### config.mk
export PLATFORM = sky130hd
export DESIGN_NAME = program_loader
export DESIGN_NICKNAME = d
export VERILOG_FILES = /design/src/rtl/program_loader.sv
export SDC_FILE = /design/constraint.sdc
export NUM_CORES = 1
export LEC_CHECK = 0
export CELL_PAD_IN_SITES_DETAIL_PLACEMENT = 2
export CELL_PAD_IN_SITES_GLOBAL_PLACEMENT = 2
export CORE_MARGIN = 2
export CORE_UTILIZATION = 33
export CTS_CLUSTER_DIAMETER = 50
export CTS_CLUSTER_SIZE = 20
export DETAILED_ROUTE_END_ITERATION = 8
export GPL_ROUTABILITY_DRIVEN = 0
export HOLD_SLACK_MARGIN = 0.06
export PLACE_DENSITY = 0.79
export SLEW_MARGIN = 20
export SYNTH_ARGS = -nofsm -noshare
export SYNTH_HDL_FRONTEND = slang
export SYNTH_SLANG_ARGS = --single-unit
### constraint.sdc
create_clock -name clk -period 2.1 [get_ports clk]
set_input_delay 0.315 -clock clk [delete_from_list [all_inputs] [get_ports clk]]
set_output_delay 0.315 -clock clk [all_outputs]
set_load 0.05 [all_outputs]
### src/rtl/program_loader.sv
// program_loader: serial boot loader. Assembles 32-bit instruction words
// from a framed byte stream and writes them to instruction memory. Every
// opcode is screened against the legal set, and the frame is checked for
// length and XOR checksum. The CPU stays held in reset until a frame
// completes cleanly.
//
// state    | meaning
// ---------+----------------------------------------------------------
// S_SYNC   | idle after reset, discard bytes until 0xA5
// S_LEN_HI | expecting high byte of the word count
// S_LEN_LO | expecting low byte of the word count, range-check it
// S_DATA   | collecting the 4 bytes of an instruction word
// S_WRITE  | one-cycle memory write strobe, rx_ready low (bubble)
// S_CSUM   | expecting the checksum byte
// S_DONE   | load succeeded, CPU released, wait for 0xA5 to reload
// S_ERROR  | load aborted, CPU held, wait for 0xA5 to reload
module program_loader #(
    parameter int ADDR_W = 10
) (
    input  logic              clk,
    input  logic              rst_n,
    input  logic [7:0]        rx_data,
    input  logic              rx_valid,
    output logic              rx_ready,
    output logic              imem_we,
    output logic [ADDR_W-1:0] imem_addr,
    output logic [31:0]       imem_wdata,
    output logic              cpu_hold,
    output logic              load_done,
    output logic              load_err,
    output logic [1:0]        err_code,
    output logic [ADDR_W:0]   word_count
);

    typedef enum logic [2:0] {
        S_SYNC,
        S_LEN_HI,
        S_LEN_LO,
        S_DATA,
        S_WRITE,
        S_CSUM,
        S_DONE,
        S_ERROR
    } state_t;

    localparam logic [7:0]  SYNC_BYTE = 8'hA5;
    localparam logic [31:0] MAX_WORDS = 32'd1 << ADDR_W;

    localparam logic [1:0] ERR_NONE = 2'd0;
    localparam logic [1:0] ERR_LEN  = 2'd1;
    localparam logic [1:0] ERR_OP   = 2'd2;
    localparam logic [1:0] ERR_CSUM = 2'd3;

    state_t state, state_nxt;

    logic [7:0]      len_hi;
    logic [ADDR_W:0] len_words;
    logic [1:0]      byte_idx;
    logic [23:0]     hold;
    logic [7:0]      csum;

    logic        byte_fire;
    logic [15:0] len_full;
    logic        len_bad;
    logic [31:0] word_full;
    logic        op_legal;
    logic        last_word;

    logic restart;
    logic hi_take;
    logic len_load;
    logic len_err;
    logic data_take;
    logic word_good;
    logic word_bad;
    logic csum_pass;
    logic csum_fail;

    // Opcode screen on IR[31:25]; anything not listed is undecodable.
    function automatic logic legal_op(input logic [6:0] op);
        logic ok;
        ok = 1'b0;
        case (op)
            7'h00, 7'h40, 7'h02, 7'h05, 7'h08, 7'h09, 7'h0A, 7'h0B,
            7'h22, 7'h25, 7'h28, 7'h29, 7'h2A, 7'h42, 7'h45, 7'h0C,
            7'h0D, 7'h0E, 7'h10, 7'h20, 7'h70, 7'h65, 7'h60, 7'h48,
            7'h68, 7'h30: ok = 1'b1;
            default:      ok = 1'b0;
        endcase
        return ok;
    endfunction

    // The only bubble is the write cycle, which keeps the word path simple.
    assign rx_ready  = (state != S_WRITE);
    assign byte_fire = rx_valid && rx_ready;

    assign len_full  = {len_hi, rx_data};
    assign len_bad   = (len_full == 16'd0) || (32'(len_full) > MAX_WORDS);
    assign word_full = {hold, rx_data};
    assign op_legal  = legal_op(word_full[31:25]);
    // word_count has already been bumped by the time WRITE is evaluated.
    assign last_word = (word_count == len_words);

    // State register.
    always_ff @(posedge clk or negedge rst_n) begin
        if (!rst_n) begin
            state <= S_SYNC;
        end else begin
            state <= state_nxt;
        end
    end

    // Next-state decode and per-byte action strobes.
    always_comb begin
        state_nxt = state;
        restart   = 1'b0;
        hi_take   = 1'b0;
        len_load  = 1'b0;
        len_err   = 1'b0;
        data_take = 1'b0;
        word_good = 1'b0;
        word_bad  = 1'b0;
        csum_pass = 1'b0;
        csum_fail = 1'b0;
        case (state)
            S_SYNC, S_DONE, S_ERROR: begin
                if (byte_fire && (rx_data == SYNC_BYTE)) begin
                    restart   = 1'b1;
                    state_nxt = S_LEN_HI;
                end
            end
            S_LEN_HI: begin
                if (byte_fire) begin
                    hi_take   = 1'b1;
                    state_nxt = S_LEN_LO;
                end
            end
            S_LEN_LO: begin
                if (byte_fire) begin
                    if (len_bad) begin
                        len_err   = 1'b1;
                        state_nxt = S_ERROR;
                    end else begin
                        len_load  = 1'b1;
                        state_nxt = S_DATA;
                    end
                end
            end
            S_DATA: begin
                if (byte_fire) begin
                    if (byte_idx != 2'd3) begin
                        data_take = 1'b1;
                    end else if (op_legal) begin
                        word_good = 1'b1;
                        state_nxt = S_WRITE;
                    end else begin
                        word_bad  = 1'b1;
                        state_nxt = S_ERROR;
                    end
                end
            end
            S_WRITE: begin
                state_nxt = last_word ? S_CSUM : S_DATA;
            end
            S_CSUM: begin
                if (byte_fire) begin
                    if (rx_data == csum) begin
                        csum_pass = 1'b1;
                        state_nxt = S_DONE;
                    end else begin
                        csum_fail = 1'b1;
                        state_nxt = S_ERROR;
                    end
                end
            end
            default: begin
                state_nxt = S_SYNC;
            end
        endcase
    end

    // Frame datapath: length, byte assembly and running checksum.
    always_ff @(posedge clk or negedge rst_n) begin
        if (!rst_n) begin
            len_hi    <= 8'd0;
            len_words <= '0;
            byte_idx  <= 2'd0;
            hold      <= 24'd0;
            csum      <= 8'd0;
        end else begin
            if (restart) begin
                byte_idx <= 2'd0;
                csum     <= 8'd0;
            end else if (hi_take || len_load || data_take || word_good) begin
                csum <= csum ^ rx_data;
            end
            if (hi_take) begin
                len_hi <= rx_data;
            end
            if (len_load) begin
                len_words <= len_full[ADDR_W:0];
            end
            if (data_take) begin
                hold     <= {hold[15:0], rx_data};
                byte_idx <= byte_idx + 2'd1;
            end else if (word_good) begin
                byte_idx <= 2'd0;
            end
        end
    end

    // Memory write port; address and data hold until the next write.
    always_ff @(posedge clk or negedge rst_n) begin
        if (!rst_n) begin
            imem_we    <= 1'b0;
            imem_addr  <= '0;
            imem_wdata <= 32'd0;
            word_count <= '0;
        end else begin
            imem_we <= word_good;
            if (restart) begin
                word_count <= '0;
            end else if (word_good) begin
                imem_addr  <= word_count[ADDR_W-1:0];
                imem_wdata <= word_full;
                word_count <= word_count + 1'b1;
            end
        end
    end

    // Load status and CPU hold.
    always_ff @(posedge clk or negedge rst_n) begin
        if (!rst_n) begin
            cpu_hold  <= 1'b1;
            load_done <= 1'b0;
            load_err  <= 1'b0;
            err_code  <= ERR_NONE;
        end else begin
            if (restart) begin
                cpu_hold  <= 1'b1;
                load_done <= 1'b0;
                load_err  <= 1'b0;
                err_code  <= ERR_NONE;
            end else if (csum_pass) begin
                cpu_hold  <= 1'b0;
                load_done <= 1'b1;
            end else if (len_err) begin
                load_err <= 1'b1;
                err_code <= ERR_LEN;
            end else if (word_bad) begin
                load_err <= 1'b1;
                err_code <= ERR_OP;
            end else if (csum_fail) begin
                load_err <= 1'b1;
                err_code <= ERR_CSUM;
            end
        end
    end

endmodule
### After elaboration in Yosys (flattened, before gate mapping)

Memory sizes are Yosys's and may differ from the RTL's.
Cells that the tools add are included.

* bits in registers: 115
* bits in read-only memories: 128
* input bits: 11
* output and inout port bits: 60
* memories kept: 1

* add/subtract/negate cells: 2
* $lt $le $gt $ge: 1
* equality and inequality tests: 19
* multiplexer cells: 59
* bitwise logic cells: 2
* reduce and logical (&&, ||, !) cells: 17

Memory list
* (no name shown): words 128, bits a word 1, rd ports 1, clocked after Yosys merged registers in 0, wr ports 0, RTL line 83 `case (op)`

Operators by type and width (number)
* 1-bit two-way mux: 37
* 3-bit two-way mux: 8
* 11-bit two-way mux: 2
* 2-bit two-way mux: 9
* 3-bit one-hot mux with 6 select lines: 1
* 16-bit by 11-bit > comparator with 1-bit output (second input constant): 1
* 16-bit logical NOT: 1
* 8-bit two-way mux: 2
* 2-bit != test (second input constant): 8
* 3-bit == test (second input constant): 4
* 11-bit by 1-bit adder with 11-bit output (second input constant): 1
* 11-bit == test: 1
* 8-bit == test: 1
* 8-bit == test (second input constant): 1
* 8-bit XOR: 1
* 3-bit by 2-bit == test with 1-bit output (second input constant): 2
* 6-bit AND reduction: 1
* 2-bit nonzero test: 3
* 1-bit logical OR: 4
* 2-bit AND reduction: 2
* 4-bit nonzero test: 1
* 3-bit by 1-bit == test with 1-bit output (second input constant): 1
* 3-bit logical NOT: 1
* 3-bit != test (second input constant): 1
* 5 further kinds: 6

### Logic depth before layout (Yosys ltp)

Gate-level depths: netlist (run 1).

* depth after elaboration: 10
* mapped depth: 8

### Worst setup path before layout (run 1)

OpenSTA, ideal clock, no wires.

* kind: reg2reg
* start point: register byte_idx[0]
* end point: register csum[2]
* library setup time: 128 ps
* arrival time: 1854 ps
* required time: 1972 ps
* slack: 118 ps
* cell stages (with the launch flop): 9
* buffers on the path: 2
* clock period less this slack: 1982 ps
* cells stage by stage: dfrtp_1 > ha_1 > inv_1 > or3_1 > buf_2 > o22ai_2 > buf_4 > o21ai_1 > mux2_1

* cells in the longest elaborated chain, start to end: 7

RTL lines
* start: declaration: RTL line 58 `logic [1:0] byte_idx;`
* start signal: assignment: RTL line 205 `byte_idx <= byte_idx + 2'd1;`
* 2-bit != test (*): RTL line 151 `if (byte_idx != 2'd3) begin`
* 1-bit two-way mux: RTL line 151
* 1-bit two-way mux: RTL line 150 `if (byte_fire) begin`
* 1-bit two-way mux: RTL line 125 `case (state)`
* 1-bit logical OR: RTL line 194 `end else if (hi_take || len_load || data_take || word_good) begin`
* 1-bit logical OR (*): RTL line 194
* 2-bit nonzero test (no line) (*)
* end signal: assignment: RTL line 195 `csum <= csum ^ rx_data;`
* end: declaration: RTL line 60 `logic [7:0] csum;`

Mark *: on every way between the ends. The rest lies on a longest branch, timed or not.
A chain may end at the register's enable or synchronous reset.

### Worst setup path in the final report (run 1)

* start point: register hold[20]
* end point: register csum[7]

* cells in the longest elaborated chain, start to end: 7

RTL lines
* start: declaration: RTL line 59 `logic [23:0] hold;`
* start signal: assignment: RTL line 204 `hold <= {hold[15:0], rx_data};`
* memory read 128 x 1 bit
* 1-bit two-way mux: RTL line 153 `end else if (op_legal) begin`
* 1-bit two-way mux: RTL line 151
* 1-bit two-way mux: RTL line 150
* 1-bit two-way mux: RTL line 125
* 1-bit logical OR: RTL line 194
* 2-bit nonzero test (no line)

Every way passes these cells.

==> impl_results.md, run 1 <==
* Leak Pwr at 3.547 nW
* WS Path Type: reg2reg
* Largest net degree at the start of global routing at 52
* Worst-Margin Slew at 0.6365 ns
* Post-route ant nets at 0
* H-tree levels at 4
* Num Clock Sinks at 115
* Period utilization at 1.089
* Worst-Skew Late Latency at 0.44 ns
* Drt pass-1 iters at 5
* Core box area at 0.01520 mm2
* Share of post-route cells with drive strength above 1 at 0.4191
* Outcome: finished, violations left
* Worst hold path class: in2async
* Final Util at 0.5072
* CP endpoint kind: register
* Sw Ratio at 0.3258
* Comb pwr share at 0.221
* Power Total at 7.970 mW
* Starting Density at 0.3388
* DIE WIDTH at 128.9 um
* Number of flops mapped to enable cells by yosys at 0
* CP Launch Type: register
* Final layout net count at 557
* #FFs+latches synth at 115
* First-pass GRT wire length at 27.52 mm
* Metal-1 WL at 8.199 mm
* Hpwl dp at 10.62 mm
* Register area share after synthesis at 0.5589
* # diodes at 0
* Buf+Inv Stages, Crit Path at 1
* Pwr Density at 1034 mW/mm2
* Fraction of registers with async set/reset at 1.000
* IO Port Bufs at 70
* Final non-filler cell total at 744
* Final Hold Fails at 0
* Mapped Cells at 412
* Clock-pin slew on the worst setup and hold paths at 0.07 ns
* Clock skew at 0.01672 ns
* Most numerous cell in the Yosys netlist: dfrtp_1
* Area leader, netlist: dfrtp_1
* Post-synthesis instance area at 0.005151 mm2
* Highest metal used: met4
* Total global routing overflow at 0
* Initial antenna violation count at 0
* Switching pwr at 2.596 mW
* Worst slack, placed at -0.5419 ns
* Fmax at 437.4 MHz
* Via count at 4050
* Crit path max-delay family: compound AO/OA/AOI/OAI gates
* Worst path arrival time at 2.60 ns
* Worst setup margin at -0.1861 ns
* Most used cell, CP: o31ai_4
* Internal power at 5.374 mW
* RSZ-0062 raised after global routing: yes
* Peak supply drop at 629.9 uV
* Met3 wire len at 837 um
* Synth top area share at 0.5538
* CP Data Required Time at 2.42 ns
* Num rows at 45
* Failing checks: negative setup slack
* Area delta synth->final at 49.67%
* Clock Root Buffer: clkbuf_16
* Top post-synthesis cells by count: dfrtp_1, mux2_2, nor2_1, nand2_1
* Post-Syn Nets at 425
* Slew Limit Fails at 0
* MaxCap Viol Count at 0
* Met2 Wirelength at 11.02 mm
* Clk buf depth at 2
* Warnings, synthesis at 0
* CP peak stage delay at 0.56 ns
* Final setup fails at 69
* DRT iter0 DRCs at 183
* Flop2flop setup slack at -0.19 ns
* Full die area at 0.01663 mm2
* # IOs at 71
* Top_reg_cell synth: dfrtp_1
* Final Critical Period at 2.286 ns
* Worst-path fanout max at 6
* Die H at 128.9 um
* Vias in the first global route at 4530
* Area contributors post-synth: dfrtp_1, mux2_2, xnor2_1
* Drc violations at 0
* Syn Area/Cell at 12.50 um2
* DR vias/cell at 5.444
* Yosys cell types at 50
* WL per Instance at 28.12 um
* CP cell instances: buf_6, nand4bb_4, o31ai_4, o31ai_4, o22ai_4, o21ai_2, mux2_4
* Critical path's slowest cell: o31ai_4
* CTS tree: yes
* Seq pwr share at 0.377
* Global Route Usage Sum at 0.2267
* Placed cell count at 690
* WL final at 20.92 mm
* TritonCTS Buffers at 17
* Slew HR at 0.5757
* Clock power frac at 0.402
## power groups by stage
| stage | Sequential (mW) | Combinational [mW] | Clock [mW] |
|---|---|---|---|
| 3_5_place_dp | 2.93 | 1.32 | 0 |
| 2_1_floorplan | 3.02 | 0.643 | 0 |
| 3_3_place_gp | 2.89 | 1.23 | 0 |
| 5_1_grt | 3.05 | 1.84 | 3.34 |
| 6_report | 3.01 | 1.76 | 3.20 |
| 4_1_cts | 2.93 | 1.44 | 3.17 |
## through the flow
| stage | setup TNS, ns | cell area [um2] | hold WS, ns |
|---|---|---|---|
| 4_1_cts | -1.248 | 7340 | 0.4159 |
| 6_report | -6.472 | 7710 | 0.3921 |
| 2_1_floorplan | 0 | 5151 | 0.01941 |
| 5_1_grt | -10.27 | 7710 | 0.4174 |
| 3_5_place_dp | -18.75 | 6390 | 0.3186 |
| 3_3_place_gp | -14.19 | 6390 | 0.3005 |
## final timing paths
path                             endpoint  depth (start not counted)          from
setup / recovery                  csum[7]                          7      hold[20]
hold reg to reg              imem_addr[8]                          1  imem_addr[8]
hold / removal             imem_wdata[15]                          2         rst_n
setup reg to reg                  csum[7]                          7      hold[20]
min in group clk             len_words[6]                          3    rx_data[6]
max in group asynchronous     byte_idx[0]                          3         rst_n
## metal layers
metal / global-route usage / vias to the layer above
met4: 0.09783 / 0
met5: 0 / -
met2: 0.3915 / 116
met1: 0.2680 / 2146
li1: - / 1735
met3: 0.05780 / 53
## cells in the final DEF, fill, tap and decap left out, drive strengths merged, types with 11 or more instances in the layout
cell type      count
buf               63
clkbuf            20
clkdlybuf4s50     57
dfrtp            114
inv               18
mux2              88
nand2             20
nor2              25
nor3              12
nor4              13
o21ai             13
xnor2             13
xor2              11
## cell type report
class	instances	area, um2
Inverter	13	48.80
Multi-Input combinational cell	261	2504
Fill cell	1408	7492
Timing Repair Buffer	136	1406
Tap cell	188	235.2
Clock buffer	17	425.4
Sequential cell	115	2888
Clock inverter	14	202.7
## repair_timing
action,CTS,global route
buffers inserted,6,13
hold endpoints to repair,31,0
endpoints found under the setup margin,80,74
hold buffers,1,0
pin swaps,6,10
resized for setup,59,47
gates cloned,2,3
## registers in the layout, indices dropped and copies added, names as in the netlist
register and count:
imem_wdata 32, hold 24, len_words 11, word_count 11
imem_addr 10, csum 8, len_hi 8, state 3
byte_idx 2, err_code 2, cpu_hold 1, imem_we 1
load_done 1, load_err 1
## cells by family (layout without fill, tap and decap cells)
| group | Yosys count | in the layout | share of synthesized area |
|---|---|---|---|
| AOI/OAI and AO/OA | 47 | 47 | 0.06340 |
| xor gates and xnor gates | 24 | 24 | 0.04081 |
| adders and majority gates | 2 | 2 | 0.004857 |
| buffers and inverters | 36 | 180 | 0.03133 |
| DFF | 115 | 115 | 0.5589 |
| muxes | 90 | 90 | 0.1963 |
| and+or+nand+nor | 98 | 98 | 0.1044 |
Power figures use the tool's default switching activity.
==> inputs of run 2 (changes only) <==
--- a/config.mk
+++ b/config.mk
@@ -5,6 +5,7 @@
 export SDC_FILE = /design/constraint.sdc
 export NUM_CORES = 1
 export LEC_CHECK = 0
+export ABC_CLOCK_PERIOD_IN_PS = 2100
 export CELL_PAD_IN_SITES_DETAIL_PLACEMENT = 2
 export CELL_PAD_IN_SITES_GLOBAL_PLACEMENT = 2
 export CORE_MARGIN = 2
==> results of run 2 <==
Final layout, timing and power as in run 1 (identical DEF).
==> inputs of run 3 (changes only) <==
--- a/config.mk
+++ b/config.mk
@@ -9,14 +9,17 @@
 export CELL_PAD_IN_SITES_DETAIL_PLACEMENT = 2
 export CELL_PAD_IN_SITES_GLOBAL_PLACEMENT = 2
 export CORE_MARGIN = 2
-export CORE_UTILIZATION = 33
+export CORE_UTILIZATION = 35
+export CTS_BUF_LIST = sky130_fd_sc_hd__clkbuf_4 sky130_fd_sc_hd__clkbuf_8
 export CTS_CLUSTER_DIAMETER = 50
 export CTS_CLUSTER_SIZE = 20
 export DETAILED_ROUTE_END_ITERATION = 8
 export GPL_ROUTABILITY_DRIVEN = 0
+export GPL_TIMING_DRIVEN = 0
 export HOLD_SLACK_MARGIN = 0.06
-export PLACE_DENSITY = 0.79
+export PLACE_DENSITY = 0.83
 export SLEW_MARGIN = 20
 export SYNTH_ARGS = -nofsm -noshare
 export SYNTH_HDL_FRONTEND = slang
 export SYNTH_SLANG_ARGS = --single-unit
+export TNS_END_PERCENT = 10
==> run 3 against run 2 <==
  * Register-to-register slack better by 0.12 ns
  * Fmax grew 2.5%
  * Highest routed layer unchanged
  * Flip-flop and latch count unchanged
  * Sequential power hardly changed
  * Global-route usage shrank 0.43 points
  * The run still ends with negative setup slack left
  * Total power shrank 18%
==> impl_results.md, run 3 (same netlist as run 1, synthesis figures left out) <==
* Leak Pwr at 3.262 nW
* Post-route ant nets at 0
* Fill cell count at 1394
* Global Route Usage Sum at 0.2225
* Clk buf depth at 2
* CP endpoint kind: register
* Most common cell after layout, fill and taps aside: dfrtp_1
* Hold Crit Start: rx_valid
* Flip-flop count of the largest register after layout at 32
* CTS tree: yes
* Period utilization at 1.063
* DIE WIDTH at 125.3 um
* Final Hold Fails at 0
* Drc violations at 0
* CP cell instances: dlygate4sd2_1, nor4_4, and3_2, mux2i_2, nand2_2, o21ai_4, mux2_4
* RSZ-0062 raised after global routing: yes
* Buf+Inv Stages, Crit Path at 1
* Flop2flop setup slack at -0.07 ns
* Fmax at 448.2 MHz
* Worst-path fanout max at 8
* MaxCap Viol Count at 0
* Most frequent cells in the layout: dfrtp_1, mux2_2, clkdlybuf4s50_1, mux2_4, nor2_1
* Num Clock Sinks at 115
* IO Port Bufs at 65
* CP peak stage delay at 0.44 ns
* CP Launch Type: input pin
* WS Path Type: in2reg
* Share of post-route cells with drive strength above 1 at 0.4075
* Full die area at 0.01570 mm2
* Failing checks: negative setup slack
* Core box area at 0.01448 mm2
* DRT iter0 DRCs at 177
* Worst path arrival time at 2.59 ns
* Initial antenna violation count at 0
* Hold path depth at 2
* Power Total at 6.563 mW
* Worst slack, placed at -0.9220 ns
* Highest metal used: met4
* # diodes at 0
* Top Registers: imem_wdata x32, hold x24
* Num rows at 44
* Critical path's slowest cell: nor4_4
* Worst Reg2Reg Path Length in Cells at 7
* Clock Root Buffer: clkbuf_8
* Worst hold path class: in2reg
* Hpwl dp at 10.44 mm
* # IOs at 71
* H-tree levels at 4
* Peak supply drop at 535.7 uV
* Clock skew at 0.02832 ns
* Metal-1 WL at 7.574 mm
* Outcome: finished, violations left
* Worst setup margin at -0.1313 ns
* R2r startpoint: hold[20]
* RR Endpoint: csum[0]
* Drt pass-1 iters at 5
* Largest net degree at the start of global routing at 71
* Pwr Density at 922.9 mW/mm2
* First-pass GRT wire length at 26.45 mm
* Starting Density at 0.3558
* Hold path endpoint: state[0]
* Final layout net count at 530
* Crit path max-delay family: simple AND/OR/NAND/NOR gates
* Die H at 125.3 um
* Met2 Wirelength at 10.47 mm
* Worst-Skew Late Latency at 0.47 ns
* Clock-pin slew on the worst setup and hold paths at 0.09 ns
* DR vias/cell at 5.450
* CP Data Required Time at 2.46 ns
* Slew HR at 0.6081
* WL per Instance at 26.79 um
* Area delta synth->final at 38.06%
* Final Critical Period at 2.231 ns
* Total global routing overflow at 0
* Met3 wire len at 726 um
* WL final at 19.13 mm
* Vias in the first global route at 4451
* TritonCTS Buffers at 17
* Largest register by flop count: imem_wdata
* Worst-Margin Slew at 0.5859 ns
* Via count at 3891
* Final setup fails at 51
* Slew Limit Fails at 0
==> run 3: final cells by class <==
cell class / count / area, um2 / share of cell area
Tap cell: 184 / 230.2 / 0.03237
Timing Repair Buffer: 87 / 879.6 / 0.1237
Buffer: 22 / 185.2 / 0.02604
Sequential cell: 115 / 2889 / 0.4062
Multi-Input combinational cell: 261 / 2524 / 0.3549
Clock buffer: 17 / 234.0 / 0.03290
Clock inverter: 15 / 121.4 / 0.01707
Inverter: 13 / 48.80 / 0.006861
==> run 3: what timing repair did <==
item | 4_1_cts | 5_1_grt
gates resized for setup | 58 | 81
setup endpoints to repair | 106 | 93
endpoints found under the hold margin | 44 | 0
buffers inserted | 9 | 11
hold buffers | 1 | 0
cloned | 0 | 1
pin swaps | 6 | 16
==> run 3: worst max-delay path by stage <==
stage          slack [ns]         from  cells after the start            end
6_report            -0.13   rx_data[1]                      7        csum[5]
5_1_grt             -0.17   rx_data[1]                      7        csum[4]
4_1_cts             -0.08     hold[20]                      7   imem_addr[6]
3_5_place_dp        -0.92   rx_data[3]                      7        csum[7]
3_3_place_gp        -3.66        rst_n                      1  imem_wdata[0]
2_1_floorplan        0.12  byte_idx[0]                      8        csum[2]
==> run 3: power by group <==
group | total, mW | internal [mW] | switching (mW)
Clock | 1.94 | 0.836 | 1.11
Sequential | 2.99 | 2.57 | 0.419
Combinational | 1.63 | 0.730 | 0.898
==> run 3: metrics by stage <==
step | instance area (um2) | setup TNS [ns] | instances | utilization | hold slack [ns]
finish | 7112 | -2.442 | 714 | 0.4912 | 0.2349
global route | 7112 | -4.610 | 714 | 0.4912 | 0.2565
CTS | 6685 | -0.6078 | 703 | 0.4617 | 0.2135
detailed placement | 6061 | -39.35 | 662 | 0.4186 | 0.2892
global placement | 6032 | -451.18 | 661 | 0.4166 | 0.4870
floorplan | 5151 | 0 | 412 | - | 0.01941
==> run 3: layer usage <==
metal | vias up | global-route usage
li1 | 1679 | -
met1 | 2086 | 0.2535
met2 | 104 | 0.4089
met3 | 22 | 0.05392
met4 | 0 | 0.07255
met5 | - | 0
==> run 3: worst register-to-register path: stages (launching register included) <==
cell and delay (ns):
dfrtp_2 0.47, nand4bb_4 0.20, o31ai_4 0.09, o31ai_4 0.49, o22ai_4 0.16, buf_6 0.18
o21ai_2 0.17, mux2_4 0.32
